File: config.mk
export PLATFORM = sky130hd
export DESIGN_NAME = alu_exec_ctrl_flat
export DESIGN_NICKNAME = d
export VERILOG_FILES = /design/src/rtl/alu_exec_ctrl_if.sv /design/src/rtl/alu_exec_ctrl.sv /design/src/flat_wrapper.sv
export SDC_FILE = /design/constraint.sdc
export NUM_CORES = 1
export LEC_CHECK = 0
export CAP_MARGIN = 20
export CELL_PAD_IN_SITES_DETAIL_PLACEMENT = 1
export CELL_PAD_IN_SITES_GLOBAL_PLACEMENT = 1
export CORE_AREA = 2 2 103 105
export DETAILED_ROUTE_END_ITERATION = 12
export DIE_AREA = 0 0 105 107
export PLACE_DENSITY = 0.87
export SYNTH_ARGS = -nofsm -noshare
export SYNTH_HDL_FRONTEND = slang
export SYNTH_SLANG_ARGS = --single-unit
File: constraint.sdc
create_clock -name clk -period 5 [get_ports clk]
set_input_delay 0.75 -clock clk [delete_from_list [all_inputs] [get_ports clk]]
set_output_delay 0.75 -clock clk [all_outputs]
set_load 0.05 [all_outputs]
File: src/rtl/alu_exec_ctrl_if.sv
// Instruction handshake between the decode stage and the ALU execute controller.
// The master side (decode) presents a decoded instruction; the slave accepts it on valid & ready.
interface alu_exec_ctrl_if #(
    parameter int unsigned REG_AW = 4
);
    logic              valid;
    logic              ready;
    logic [7:0]        op;
    logic [REG_AW-1:0] rdest;
    logic [REG_AW-1:0] rsrc;
    logic [7:0]        imm;

    modport master (output valid, op, rdest, rsrc, imm, input ready);
    modport slave  (input valid, op, rdest, rsrc, imm, output ready);
endinterface

File: src/rtl/alu_exec_ctrl.sv
// Multi-cycle sequencer for the 16-bit ALU: IDLE->READ->EXEC->WB. It reads the regfile,
// drives the ALU, writes the result back and holds the PSR flags.
module alu_exec_ctrl #(
    parameter int unsigned DATA_W = 16,
    parameter int unsigned REG_AW = 4,
    parameter int unsigned FLAG_W = 5
) (
    input  logic              clk,
    input  logic              reset,
    alu_exec_ctrl_if.slave    instr,
    output logic [REG_AW-1:0] rf_raddr_a,
    output logic [REG_AW-1:0] rf_raddr_b,
    input  logic [DATA_W-1:0] rf_rdata_a,
    input  logic [DATA_W-1:0] rf_rdata_b,
    output logic              rf_we,
    output logic [REG_AW-1:0] rf_waddr,
    output logic [DATA_W-1:0] rf_wdata,
    output logic [DATA_W-1:0] alu_a,
    output logic [DATA_W-1:0] alu_b,
    output logic [7:0]        alu_opcode,
    output logic              alu_carry_in,
    input  logic [DATA_W-1:0] alu_c,
    input  logic [FLAG_W-1:0] alu_flags,
    output logic [FLAG_W-1:0] psr_flags,
    output logic              done,
    output logic              illegal
);
    typedef enum logic [1:0] {IDLE, READ, EXEC, WB} state_t;

    state_t              state_q, state_d;
    logic [7:0]          op_q;
    logic [7:0]          imm_q;
    logic [REG_AW-1:0]   rdest_q;
    logic                carry_q;
    logic [FLAG_W-1:0]   flags_q;
    logic                accept_c;

    function automatic logic is_sext_imm(input logic [7:0] op);
        return (op == 8'h50) || (op == 8'h70) || (op == 8'h90) || (op == 8'hB0);
    endfunction

    function automatic logic is_zext_imm(input logic [7:0] op);
        return (op == 8'h60) || (op == 8'h40) || (op == 8'h0C);
    endfunction

    function automatic logic is_shift_imm(input logic [7:0] op);
        return (op == 8'h80) || (op == 8'h81);
    endfunction

    function automatic logic is_carry_op(input logic [7:0] op);
        return (op == 8'h07) || (op == 8'h70) || (op == 8'h04) || (op == 8'h40);
    endfunction

    function automatic logic is_cmp(input logic [7:0] op);
        return (op == 8'h0B) || (op == 8'hB0) || (op == 8'h08) || (op == 8'h0C);
    endfunction

    // Arithmetic and compare ops are the only ones that load the PSR.
    function automatic logic sets_psr(input logic [7:0] op);
        case (op)
            8'h05, 8'h06, 8'h07, 8'h04, 8'h09, 8'h0B, 8'h08,
            8'h50, 8'h60, 8'h70, 8'h40, 8'h90, 8'hB0, 8'h0C: sets_psr = 1'b1;
            default:                                         sets_psr = 1'b0;
        endcase
    endfunction

    function automatic logic is_legal(input logic [7:0] op);
        case (op)
            8'h01, 8'h02, 8'h03, 8'h0F, 8'h84, 8'h85, 8'h86, 8'h87,
            8'h80, 8'h81: is_legal = 1'b1;
            default:      is_legal = sets_psr(op);
        endcase
    endfunction

    function automatic logic [DATA_W-1:0] operand_b(input logic [7:0] op,
                                                     input logic [7:0] imm,
                                                     input logic [DATA_W-1:0] rdata);
        if (is_sext_imm(op))
            operand_b = {{(DATA_W-8){imm[7]}}, imm};
        else if (is_zext_imm(op))
            operand_b = {{(DATA_W-8){1'b0}}, imm};
        else if (is_shift_imm(op))
            operand_b = {{(DATA_W-4){1'b0}}, imm[3:0]};
        else
            operand_b = rdata;
    endfunction

    assign instr.ready = (state_q == IDLE);
    assign accept_c    = instr.valid && (state_q == IDLE);

    always_ff @(posedge clk) begin
        if (reset) state_q <= IDLE;
        else       state_q <= state_d;
    end

    // Next state; the ALU inputs are live only during EXEC, when regfile data is valid.
    always_comb begin
        state_d      = state_q;
        alu_a        = '0;
        alu_b        = '0;
        alu_opcode   = '0;
        alu_carry_in = 1'b0;
        case (state_q)
            IDLE: if (accept_c) state_d = READ;
            READ: state_d = EXEC;
            EXEC: begin
                state_d      = WB;
                alu_a        = rf_rdata_a;
                alu_b        = operand_b(op_q, imm_q, rf_rdata_b);
                alu_opcode   = op_q;
                alu_carry_in = carry_q;
            end
            WB:      state_d = IDLE;
            default: state_d = IDLE;
        endcase
    end

    always_ff @(posedge clk) begin
        if (reset) begin
            op_q       <= '0;
            imm_q      <= '0;
            rdest_q    <= '0;
            carry_q    <= 1'b0;
            flags_q    <= '0;
            rf_raddr_a <= '0;
            rf_raddr_b <= '0;
            rf_we      <= 1'b0;
            rf_waddr   <= '0;
            rf_wdata   <= '0;
            psr_flags  <= '0;
            done       <= 1'b0;
            illegal    <= 1'b0;
        end else begin
            rf_we   <= 1'b0;
            done    <= 1'b0;
            illegal <= 1'b0;
            case (state_q)
                IDLE: if (accept_c) begin
                    op_q       <= instr.op;
                    imm_q      <= instr.imm;
                    rdest_q    <= instr.rdest;
                    carry_q    <= psr_flags[3] && is_carry_op(instr.op);
                    rf_raddr_a <= instr.rdest;
                    rf_raddr_b <= instr.rsrc;
                end
                // Capture the ALU result; WB presents it with the write pulse.
                EXEC: begin
                    flags_q  <= alu_flags;
                    rf_we    <= is_legal(op_q) && !is_cmp(op_q);
                    rf_waddr <= rdest_q;
                    rf_wdata <= alu_c;
                    done     <= 1'b1;
                    illegal  <= !is_legal(op_q);
                end
                WB: if (sets_psr(op_q)) psr_flags <= flags_q;
                default: ;
            endcase
        end
    end
endmodule
File: src/flat_wrapper.sv
// flat-port wrapper written by rule: the top's interface ports become plain ports
module alu_exec_ctrl_flat 
#(
    parameter int unsigned DATA_W = 16,
    parameter int unsigned REG_AW = 4,
    parameter int unsigned FLAG_W = 5
)
  (clk, reset, rf_raddr_a, rf_raddr_b, rf_rdata_a, rf_rdata_b, rf_we, rf_waddr, rf_wdata, alu_a, alu_b, alu_opcode, alu_carry_in, alu_c, alu_flags, psr_flags, done, illegal, instr_valid, instr_op, instr_rdest, instr_rsrc, instr_imm, instr_ready);
  alu_exec_ctrl_if #(.REG_AW(REG_AW)) instr_i ();
  input  logic clk;
  input  logic reset;
  output logic [REG_AW-1:0] rf_raddr_a;
  output logic [REG_AW-1:0] rf_raddr_b;
  input  logic [DATA_W-1:0] rf_rdata_a;
  input  logic [DATA_W-1:0] rf_rdata_b;
  output logic rf_we;
  output logic [REG_AW-1:0] rf_waddr;
  output logic [DATA_W-1:0] rf_wdata;
  output logic [DATA_W-1:0] alu_a;
  output logic [DATA_W-1:0] alu_b;
  output logic [7:0] alu_opcode;
  output logic alu_carry_in;
  input  logic [DATA_W-1:0] alu_c;
  input  logic [FLAG_W-1:0] alu_flags;
  output logic [FLAG_W-1:0] psr_flags;
  output logic done;
  output logic illegal;
  input wire logic [$bits(instr_i.valid)-1:0] instr_valid;
  input wire logic [$bits(instr_i.op)-1:0] instr_op;
  input wire logic [$bits(instr_i.rdest)-1:0] instr_rdest;
  input wire logic [$bits(instr_i.rsrc)-1:0] instr_rsrc;
  input wire logic [$bits(instr_i.imm)-1:0] instr_imm;
  output wire logic [$bits(instr_i.ready)-1:0] instr_ready;
  assign instr_i.valid = instr_valid;
  assign instr_i.op = instr_op;
  assign instr_i.rdest = instr_rdest;
  assign instr_i.rsrc = instr_rsrc;
  assign instr_i.imm = instr_imm;
  assign instr_ready = instr_i.ready;
  alu_exec_ctrl #(.DATA_W(DATA_W), .REG_AW(REG_AW), .FLAG_W(FLAG_W)) u_core (.clk(clk), .reset(reset), .instr(instr_i), .rf_raddr_a(rf_raddr_a), .rf_raddr_b(rf_raddr_b), .rf_rdata_a(rf_rdata_a), .rf_rdata_b(rf_rdata_b), .rf_we(rf_we), .rf_waddr(rf_waddr), .rf_wdata(rf_wdata), .alu_a(alu_a), .alu_b(alu_b), .alu_opcode(alu_opcode), .alu_carry_in(alu_carry_in), .alu_c(alu_c), .alu_flags(alu_flags), .psr_flags(psr_flags), .done(done), .illegal(illegal));
endmodule
==> results.cfg, run 1 <==
[sta]
grt_setup_unrepaired = false
fin_tns_setup_ns = 0
holdWs_ns = 0.4554
setup_viol_count_final = 0
setup_slack_ns = 1.193
max_freq_mhz = 262.7
final.setup_skew_ns = 0.007022
post-route-min-period_ns = 3.807
timing_max_transition_violations_final = 0
timing_worst_slew_pin_value_ns = 0.9934
finalHoldViolations = 0
max-slew-margin-rel = 0.3377
final_min_period_over_clock_period = 0.7615

[placement]
dp_hpwl_mm = 7.341
port-buffer-count = 157
dp_slack_ns = 1.500
place_area_sq_um = 4504
finalWeightedCongestion = 0.7974
place_inst = 610

[critical_path]
list_of_cells_traversed_by_the_critical_path = inv_1, ha_2, buf_4, nand2_1, mux2i_1, clkdlybuf4s50_1
crit_required_ns = 4.25
slowest_stage = sky130_fd_sc_hd__clkdlybuf4s50_1
crit_path_max_incr_delay_ns = 0.84
crit_family = buffers and inverters
setup.worst_path.end_class = primary output
worstPathBufferInverterCount = 3
worst-endpoint-arrival_ns = 3.06
worstSetupPathType = reg2out
worst-path-max-fanout = 55
crit_path_start_kind = flop

[layout]
antenna-diode-count = 0
syn_to_final_growth_pct = 62.16
post_route_cells_drive_above_1_share = 0.05943
fillCellCount = 1214
post_route_insts_no_fill = 624
final_design_area_no_fill_sq_um = 4681
post-route-util = 0.4638
design.final.nets = 568

[min_path]
holdCritPathClass = reg2reg

[floorplanning]
area_of_the_die_sq_um = 11240
height_of_the_die_um = 107
rows = 37
die_x_um = 105
top_level_ports = 158
effective_utilization_at_floorplan = 0.2860
core_area_sq_um = 10090

[clocking]
cts.sinks = 60
clk_latency_ns = 0.34
ctsHoldBuffers = 0
cts_root_buf = sky130_fd_sc_hd__clkbuf_8
max-clock-path-buffers = 2
clock_tree.htree_level_count = 3
tritoncts.num_buffers = 9
cts_tree = done
cts_resized = 0
clk_pin_slew_ns = 0.07
cts_post_setup_buffers_inserted = 0

[grt]
vias_in_the_first_global_route = 3103
grt_start_max_net_pins = 64
grt.total_usage = 0.1735
number_of_antenna_violations_at_the_first_check_in_global_routing = 0
grt_overflow_total = 0
first_pass_grt_wire_length_mm = 15.53

[route]
routed_wire_length_per_instance_um = 15.70
wl_mm = 9.794
detail_route.vias_per_cell = 4.712
drt_drc_violations_left = 0
drt.antenna.violating_nets = 0
drt_first_iter_violations = 62
detailroute.via_count = 2940
drt_pre_antenna_iters = 4

[yosys]
syn_nets = 424
cell_area_after_synthesis_sq_um = 2887
synthesis.instances = 341
yosys_warnings = 0
synth-seq-cells = 60
yosys.cell_types.count = 43
synth-seq-area-share = 0.4161
postSynthAreaPerCell_sq_um = 8.465

[flow_run]
drv_cap = 0

[outcome]
outcome = finished clean

[pwr]
power.static_leakage_nw = 1.671
final_power_mw = 2.216
power_per_cell_area_nw_per_um2 = 473.5
irDropWorstVdd_mv = 0.1896
power breakdown:
part           total [mW]  switching (mW)  internal (mW)  leakage, nW
Combinational        1.18           0.750          0.428         1.09
Clock               0.399           0.184          0.215       0.0876
Sequential          0.639          0.0723          0.567        0.489
final timing paths:
path | slack [ns] | cells past startpoint | to | start
setup / recovery | 1.19 | 6 | alu_b[2] | u_core.state_q[0]$_SDFFE_PP0P_
hold reg to reg | 0.46 | 2 | u_core.carry_q$_SDFFE_PP0P_ | u_core.carry_q$_SDFFE_PP0P_
setup reg to reg | 2.84 | 6 | u_core.rf_we$_SDFF_PP0_ | u_core.state_q[0]$_SDFFE_PP0P_
hold / removal | 0.46 | 2 | u_core.carry_q$_SDFFE_PP0P_ | u_core.carry_q$_SDFFE_PP0P_
logic make-up after synthesis:
family | Yosys count | synth area share
xor+xnor | 1 | 0.003035
simple gates | 153 | 0.2627
compound gates | 56 | 0.1253
fa+ha+maj | 3 | 0.01301
flops | 60 | 0.4161
buf+inv | 32 | 0.05505
mux | 36 | 0.1248
worst reg2reg max path, delay by kind of cell, from the launching register on:
family	cells	cell delay, ns
buffers and inverters	2	0.65
adder cells (fa/ha/maj)	1	0.53
flip-flops	1	0.33
AO/OA/AOI/OAI	2	0.32
AND/OR/NAND/NOR	1	0.27
layer usage:
metal	global-route usage	wire length (um)	vias up
li1	-	-	1434
met1	0.1866	3994	1400
met2	0.3265	5124	90
met3	0.04316	516	16
met4	0.06476	159	0
met5	0	0	-
sequential cells by signal, summed over array words and instances (netlist names), 2 cells and up:
signal	cells
u_core.rdest_q	4
u_core.psr_flags	5
u_core.flags_q	5
u_core.rf_waddr	4
u_core.op_q	8
u_core.rf_wdata	16
u_core.rf_raddr_b	4
u_core.state_q	2
u_core.imm_q	8
cells in the final DEF, fill, tap and decap left out, drive strengths merged, types with 3 or more instances in the layout:
cell type      synthesis  routed
a21boi                 5       5
a21oi                 27      27
a31o                   8       8
and2                  26      26
buf                    6       3
clkbuf                19      13
clkdlybuf4s50          0     156
dfxtp                 60      60
ha                     3       3
inv                    6       6
mux2i                 36      36
nand2                 61      61
nand2b                11      11
nand3b                 3       3
nand4                  4       4
nor2                  31      31
nor4                   3       3
o21ai                  5       5
synthesized netlist by cell type, drive strengths merged:
library cell  count  share of area
clkbuf           19          0.025
a21oi            27          0.047
o311ai            1         0.0030
xnor2             1         0.0030
and2             26          0.057
o21ai             5         0.0087
a22oi             1         0.0026
nand3b            3         0.0078
ha                3          0.013
a32o              1         0.0035
dfxtp            60           0.42
o21bai            1         0.0026
a31o              8          0.024
nor2b             1         0.0022
nand4             4         0.0087
and4              1         0.0030
nand2b           11          0.024
or3               1         0.0022
nand3             1         0.0017
inv               6         0.0078
nand2            61          0.079
nor4              3         0.0065
nor2             31          0.040
o2111ai           2         0.0061
a21o              1         0.0030
and3              2         0.0061
and3b             1         0.0035
dlygate4sd3       1         0.0035
buf               6          0.019
nor3              1         0.0035
nor3b             1         0.0026
or2b              1         0.0026
mux2i            36           0.12
a211oi            2         0.0052
a21boi            5          0.014
or2               2         0.0043
o211ai            2         0.0052
or4               2         0.0078
area by class of cell:
cell class              instances  area [sq um]  area share
clock buffers                  13         168.9     0.03609
inverters                       6         22.52    0.004812
multi-input cells             249          1529      0.3267
well taps                     136         170.2     0.03635
flip-flops and latches         60          1201      0.2566
repair buffers                159          1582      0.3379
clock inverters                 1         7.507    0.001604
Power figures use the tool's default switching activity.
==> inputs of run 2 (changes only) <==
CORE_AREA = 2 2 107 109   (was 2 2 103 105)
DIE_AREA = 0 0 109 111   (was 0 0 105 107)
PLACE_DENSITY = 0.82   (was 0.87)
clock period = 3.8 ns   (was 5 ns; I/O delays follow)
==> run 2 against run 1 <==
- non-clock buffer count increased by 2
- worst hold slack lost 0.0061 ns
- utilization decreased by 3.4 points
- die area grew 7.7%
- clock skew up 0.0011 ns
- worst setup slack got worse by 0.93 ns
- cell count grew 1.4%
- clock power rose by 79%
- sequential power up 31%
- largest power group unchanged
==> results.cfg, run 2 (synthesis results as in run 1) <==
[route]
drt_drc_violations_left = 0
wl_mm = 9.531
detailroute.via_count = 2935
drt.antenna.violating_nets = 0
drt_pre_antenna_iters = 4
routed_wire_length_per_instance_um = 15.06
detail_route.vias_per_cell = 4.637
drt_first_iter_violations = 86

[sta]
finalHoldViolations = 0
setup_viol_count_final = 0
timing_max_transition_violations_final = 0
fin_tns_setup_ns = 0
grt_setup_unrepaired = false
max_freq_mhz = 282.6
timing_worst_slew_pin_value_ns = 0.9304
max-slew-margin-rel = 0.3782
final.setup_skew_ns = 0.008118
setup_slack_ns = 0.2620
final_min_period_over_clock_period = 0.9311
post-route-min-period_ns = 3.538

[clocking]
ctsHoldBuffers = 0
cts_post_setup_buffers_inserted = 0
tritoncts.num_buffers = 9
cts.sinks = 60
max-clock-path-buffers = 2
cts_resized = 0
cts_root_buf = sky130_fd_sc_hd__clkbuf_16
clk_pin_slew_ns = 0.05
cts_tree = done
clock_tree.htree_level_count = 3
clk_latency_ns = 0.32

[floorplanning]
die_x_um = 109
top_level_ports = 158
effective_utilization_at_floorplan = 0.2606
rows = 39
core_area_sq_um = 11080
height_of_the_die_um = 111
area_of_the_die_sq_um = 12100

[pwr]
power_per_cell_area_nw_per_um2 = 650.8
comb_power_share = 0.500
irDropWorstVdd_mv = 0.2950
power.static_leakage_nw = 1.741
int_pwr_mw = 1.760
seqPwrFrac = 0.270
sw_frac_of_total = 0.4325
netSwitchingPower_mw = 1.341
power_frac_clock = 0.230

[layout]
mostFrequentLayoutCells = sky130_fd_sc_hd__clkdlybuf4s50_1, sky130_fd_sc_hd__nand2_1, sky130_fd_sc_hd__dfxtp_1
syn_to_final_growth_pct = 65.11
antenna-diode-count = 0
layout.area.seq_sq_um = 1201
final_design_area_no_fill_sq_um = 4766
post_route_cells_drive_above_1_share = 0.07959
max_flop_register = u_core.rf_wdata
largest_register_ffs = 16
reg_top3 = u_core.rf_wdata x16, u_core.imm_q x8, u_core.op_q x8
fillCellCount = 1296
multi_input_area_sq_um = 1529
design.final.nets = 570
most_common_library_cell_in_the_layout_ignoring_fill_and_taps = sky130_fd_sc_hd__clkdlybuf4s50_1
post_route_insts_no_fill = 633

[critical_path]
regToRegStartpoint = u_core.op_q[7]$_SDFFE_PP0P_
timing.reg2reg.setup_slack_ns = 1.74
setup.worst_path.end_class = primary output
crit_path_max_incr_delay_ns = 0.86
worstSetupPathType = reg2out
crit_path_start_kind = flop
critical_path.reg2reg.endpoint = u_core.psr_flags[4]$_SDFFE_PP0P_
crit_required_ns = 3.23
crit_family = simple AND/OR/NAND/NOR gates
ff2ff_path_depth = 4
worstPathBufferInverterCount = 1
list_of_cells_traversed_by_the_critical_path = or3_1, nor4_1, o21ai_0, a21boi_0, clkdlybuf4s50_1
worst-endpoint-arrival_ns = 2.97
worstSetupPathDepth = 5
slowest_stage = sky130_fd_sc_hd__clkdlybuf4s50_1
worst-path-max-fanout = 11

[placement]
finalWeightedCongestion = 0.8671
port-buffer-count = 157
place_area_sq_um = 4508
place_inst = 619
dp_slack_ns = 0.6252
dp_hpwl_mm = 7.233

[grt]
grt.total_usage = 0.1618
grt_start_max_net_pins = 44
first_pass_grt_wire_length_mm = 15.22
grt_overflow_total = 0
vias_in_the_first_global_route = 3082
number_of_antenna_violations_at_the_first_check_in_global_routing = 0

[min_path]
holdCritPathClass = reg2reg
hold_end = u_core.carry_q$_SDFFE_PP0P_
worstHoldPathCells = 2
startpoint_of_the_tightest_hold_check_path = u_core.carry_q$_SDFFE_PP0P_

[flow_run]
drv_cap = 0

[outcome]
outcome = finished clean
-- run 2: worst min-delay path, delay by kind of cell (launching register included) --
kind | cells | cell delay, ns
flip-flops | 1 | 0.30
AO/OA/AOI/OAI | 1 | 0.05
AND/OR/NAND/NOR | 1 | 0.05
-- run 2: final cells by class --
cell class / count / share of cell area
clock inverters: 3 / 0.003150
inverters: 6 / 0.004726
repair buffers: 161 / 0.3308
clock buffers: 11 / 0.05093
well taps: 143 / 0.03754
multi-input cells: 249 / 0.3208
flip-flops and latches: 60 / 0.2520
-- run 2: power groups by stage --
stage | registers [mW] | logic, mW | clock network, mW
after global routing | 0.857 | 1.66 | 0.768
after CTS | 0.839 | 1.57 | 0.738
after floorplan | 1.03 | 0.900 | 0
after detailed placement | 0.851 | 1.57 | 0
final | 0.837 | 1.55 | 0.714
after global placement | 0.840 | 1.54 | 0
-- run 2: how the worst max path moves through the flow --
stage	start	endpoint	slack [ns]
after global placement	u_core.op_q[1]$_SDFFE_PP0P_	alu_b[6]	0.73
after detailed placement	u_core.op_q[1]$_SDFFE_PP0P_	alu_b[7]	0.63
final	u_core.op_q[1]$_SDFFE_PP0P_	alu_b[5]	0.26
after floorplan	u_core.op_q[1]$_SDFFE_PP0P_	alu_b[4]	0.79
after CTS	u_core.op_q[1]$_SDFFE_PP0P_	alu_b[6]	0.24
after global routing	u_core.op_q[0]$_SDFFE_PP0P_	alu_b[5]	0.03
-- run 2: through the flow --
stage / util / hold slack [ns] / total power, mW
5_1_grt: 0.4303 / 0.4761 / 3.283
2_1_floorplan: - / 0.4273 / 1.925
4_1_cts: 0.4303 / 0.4581 / 3.150
6_report: 0.4303 / 0.4493 / 3.101
3_5_place_dp: 0.4070 / 0.4509 / 2.418
3_3_place_gp: 0.4070 / 0.4401 / 2.378
-- run 2: metal layers --
layer / track usage / wire, um
met1: 0.1693 / 3798
met2: 0.2973 / 4955
met3: 0.05996 / 662
met4: 0.04359 / 115
met5: 0 / 0
==> inputs of run 3 (changes only) <==
SLEW_MARGIN = 40   (was not set)
==> run 3 against run 2 <==
- utilization grew 0.20 points
- clock skew fell by 0.0016 ns
- register-to-register slack lost 0.03 ns
- worst hold slack barely moved
- critical path depth stayed put
- worst setup slack worse by 0.032 ns
- die area unchanged
- combinational power about the same
- cell area up 0.47%
- highest routed layer unchanged
==> results.cfg, run 3 (synthesis results as in run 1) <==
[critical_path]
crit_path_max_incr_delay_ns = 0.86
worstPathBufferInverterCount = 1
worst-path-max-fanout = 11
list_of_cells_traversed_by_the_critical_path = or3_1, nor4_1, o21ai_0, a21boi_0, clkdlybuf4s50_1
setup.worst_path.end_class = primary output
crit_family = simple AND/OR/NAND/NOR gates
crit_required_ns = 3.23
worstSetupPathType = reg2out
worst-endpoint-arrival_ns = 3.00
crit_path_start_kind = flop
slowest_stage = sky130_fd_sc_hd__clkdlybuf4s50_1

[clocking]
cts_tree = done
cts_resized = 0
clk_latency_ns = 0.33
cts_root_buf = sky130_fd_sc_hd__clkbuf_16
ctsHoldBuffers = 0
cts_post_setup_buffers_inserted = 0
cts.sinks = 60
max-clock-path-buffers = 2
clk_pin_slew_ns = 0.05
clock_tree.htree_level_count = 3
tritoncts.num_buffers = 9

[grt]
grt-busiest-layer = met2
grtUsageMet3 = 0.05291
grt.total_usage = 0.1642
grt_overflow_total = 0
first_pass_grt_wire_length_mm = 15.39
grt_util_met1 = 0.1733
vias_in_the_first_global_route = 3123
number_of_antenna_violations_at_the_first_check_in_global_routing = 0
gr-usage-met2 = 0.2936
grt_start_max_net_pins = 44

[layout]
syn_to_final_growth_pct = 65.89
most_common_library_cell_in_the_layout_ignoring_fill_and_taps = sky130_fd_sc_hd__clkdlybuf4s50_1
max_flop_register = u_core.rf_wdata
mostFrequentLayoutCells = sky130_fd_sc_hd__clkdlybuf4s50_1, sky130_fd_sc_hd__nand2_1, sky130_fd_sc_hd__dfxtp_1
final_design_area_no_fill_sq_um = 4788
antenna-diode-count = 0
largest_register_ffs = 16
design.final.nets = 570
post_route_cells_drive_above_1_share = 0.08571
reg_top3 = u_core.rf_wdata x16, u_core.imm_q x8, u_core.op_q x8

[route]
detail_route.vias_per_cell = 4.665
routed_wire_length_per_instance_um = 15.25
drt_first_iter_violations = 79
drt_pre_antenna_iters = 4
wl_mm = 9.654
drt.antenna.violating_nets = 0
drt_drc_violations_left = 0
detailroute.via_count = 2953

[pwr]
irDropWorstVdd_mv = 0.2901
power_per_cell_area_nw_per_um2 = 656.2
power.static_leakage_nw = 1.751

[outcome]
outcome = finished clean

[sta]
final.setup_skew_ns = 0.006554
grt_setup_unrepaired = false
finalHoldViolations = 0
timing_worst_slew_pin_value_ns = 0.7506
final_min_period_over_clock_period = 0.9396
setup_viol_count_final = 0
fin_tns_setup_ns = 0
timing_max_transition_violations_final = 0
max_freq_mhz = 280.1
post-route-min-period_ns = 3.570
max-slew-margin-rel = 0.4950

[floorplanning]
effective_utilization_at_floorplan = 0.2606
top_level_ports = 158
die_x_um = 109
rows = 39
height_of_the_die_um = 111
area_of_the_die_sq_um = 12100
core_area_sq_um = 11080

[placement]
dp_hpwl_mm = 7.239
finalWeightedCongestion = 0.8671
place_area_sq_um = 4512
port-buffer-count = 157

[min_path]
holdCritPathClass = reg2reg

[flow_run]
drv_cap = 0
==> run 3: tightest hold or removal path, delay by kind of cell (launching register included) <==
family,cells,cell delay (ns)
flops,1,0.30
simple gates,1,0.05
compound gates,1,0.05
==> run 3: stage by stage <==
step           utilization  hold WS, ns  cells  power (mW)  setup WS (ns)
2_1_floorplan            -       0.4273    341       1.925         0.7864
3_3_place_gp        0.4070       0.4401    619       2.378         0.7341
3_5_place_dp        0.4073       0.4509    619       2.421         0.6196
4_1_cts             0.4323       0.4586    633       3.193         0.2552
5_1_grt             0.4323       0.4743    633       3.329        0.09003
6_report            0.4323       0.4488    633       3.142         0.2297
==> run 3: cell type report <==
class / instances / area [sq um]
clock buffer: 12 / 266.5
clock inverter: 2 / 10.01
fill: 1279 / 6289
inverter: 6 / 22.52
multi-input combinational: 249 / 1533
sequential: 60 / 1201
tap: 143 / 178.9
timing repair buffer: 161 / 1577
==> run 3: final timing paths <==
check                              startpoint                          endpoint  slack, ns  cells after the start
hold reg to reg   u_core.carry_q$_SDFFE_PP0P_       u_core.carry_q$_SDFFE_PP0P_       0.45                      2
setup reg to reg  u_core.op_q[7]$_SDFFE_PP0P_  u_core.psr_flags[4]$_SDFFE_PP0P_       1.71                      4
setup / recovery  u_core.op_q[1]$_SDFFE_PP0P_                          alu_b[7]       0.23                      5
hold / removal    u_core.carry_q$_SDFFE_PP0P_       u_core.carry_q$_SDFFE_PP0P_       0.45                      2
==> run 3: metal layers <==
layer	vias to the layer above	wire length, um
met3	19	683
met5	-	0
li1	1434	-
met4	0	223
met2	90	4927
met1	1410	3819
==> run 3: power by group <==
part	leakage [nW]	total (mW)	switching [mW]	internal (mW)
sequential	0.489	0.837	0.0900	0.747
combinational	1.12	1.55	0.986	0.567
clock	0.140	0.752	0.268	0.484
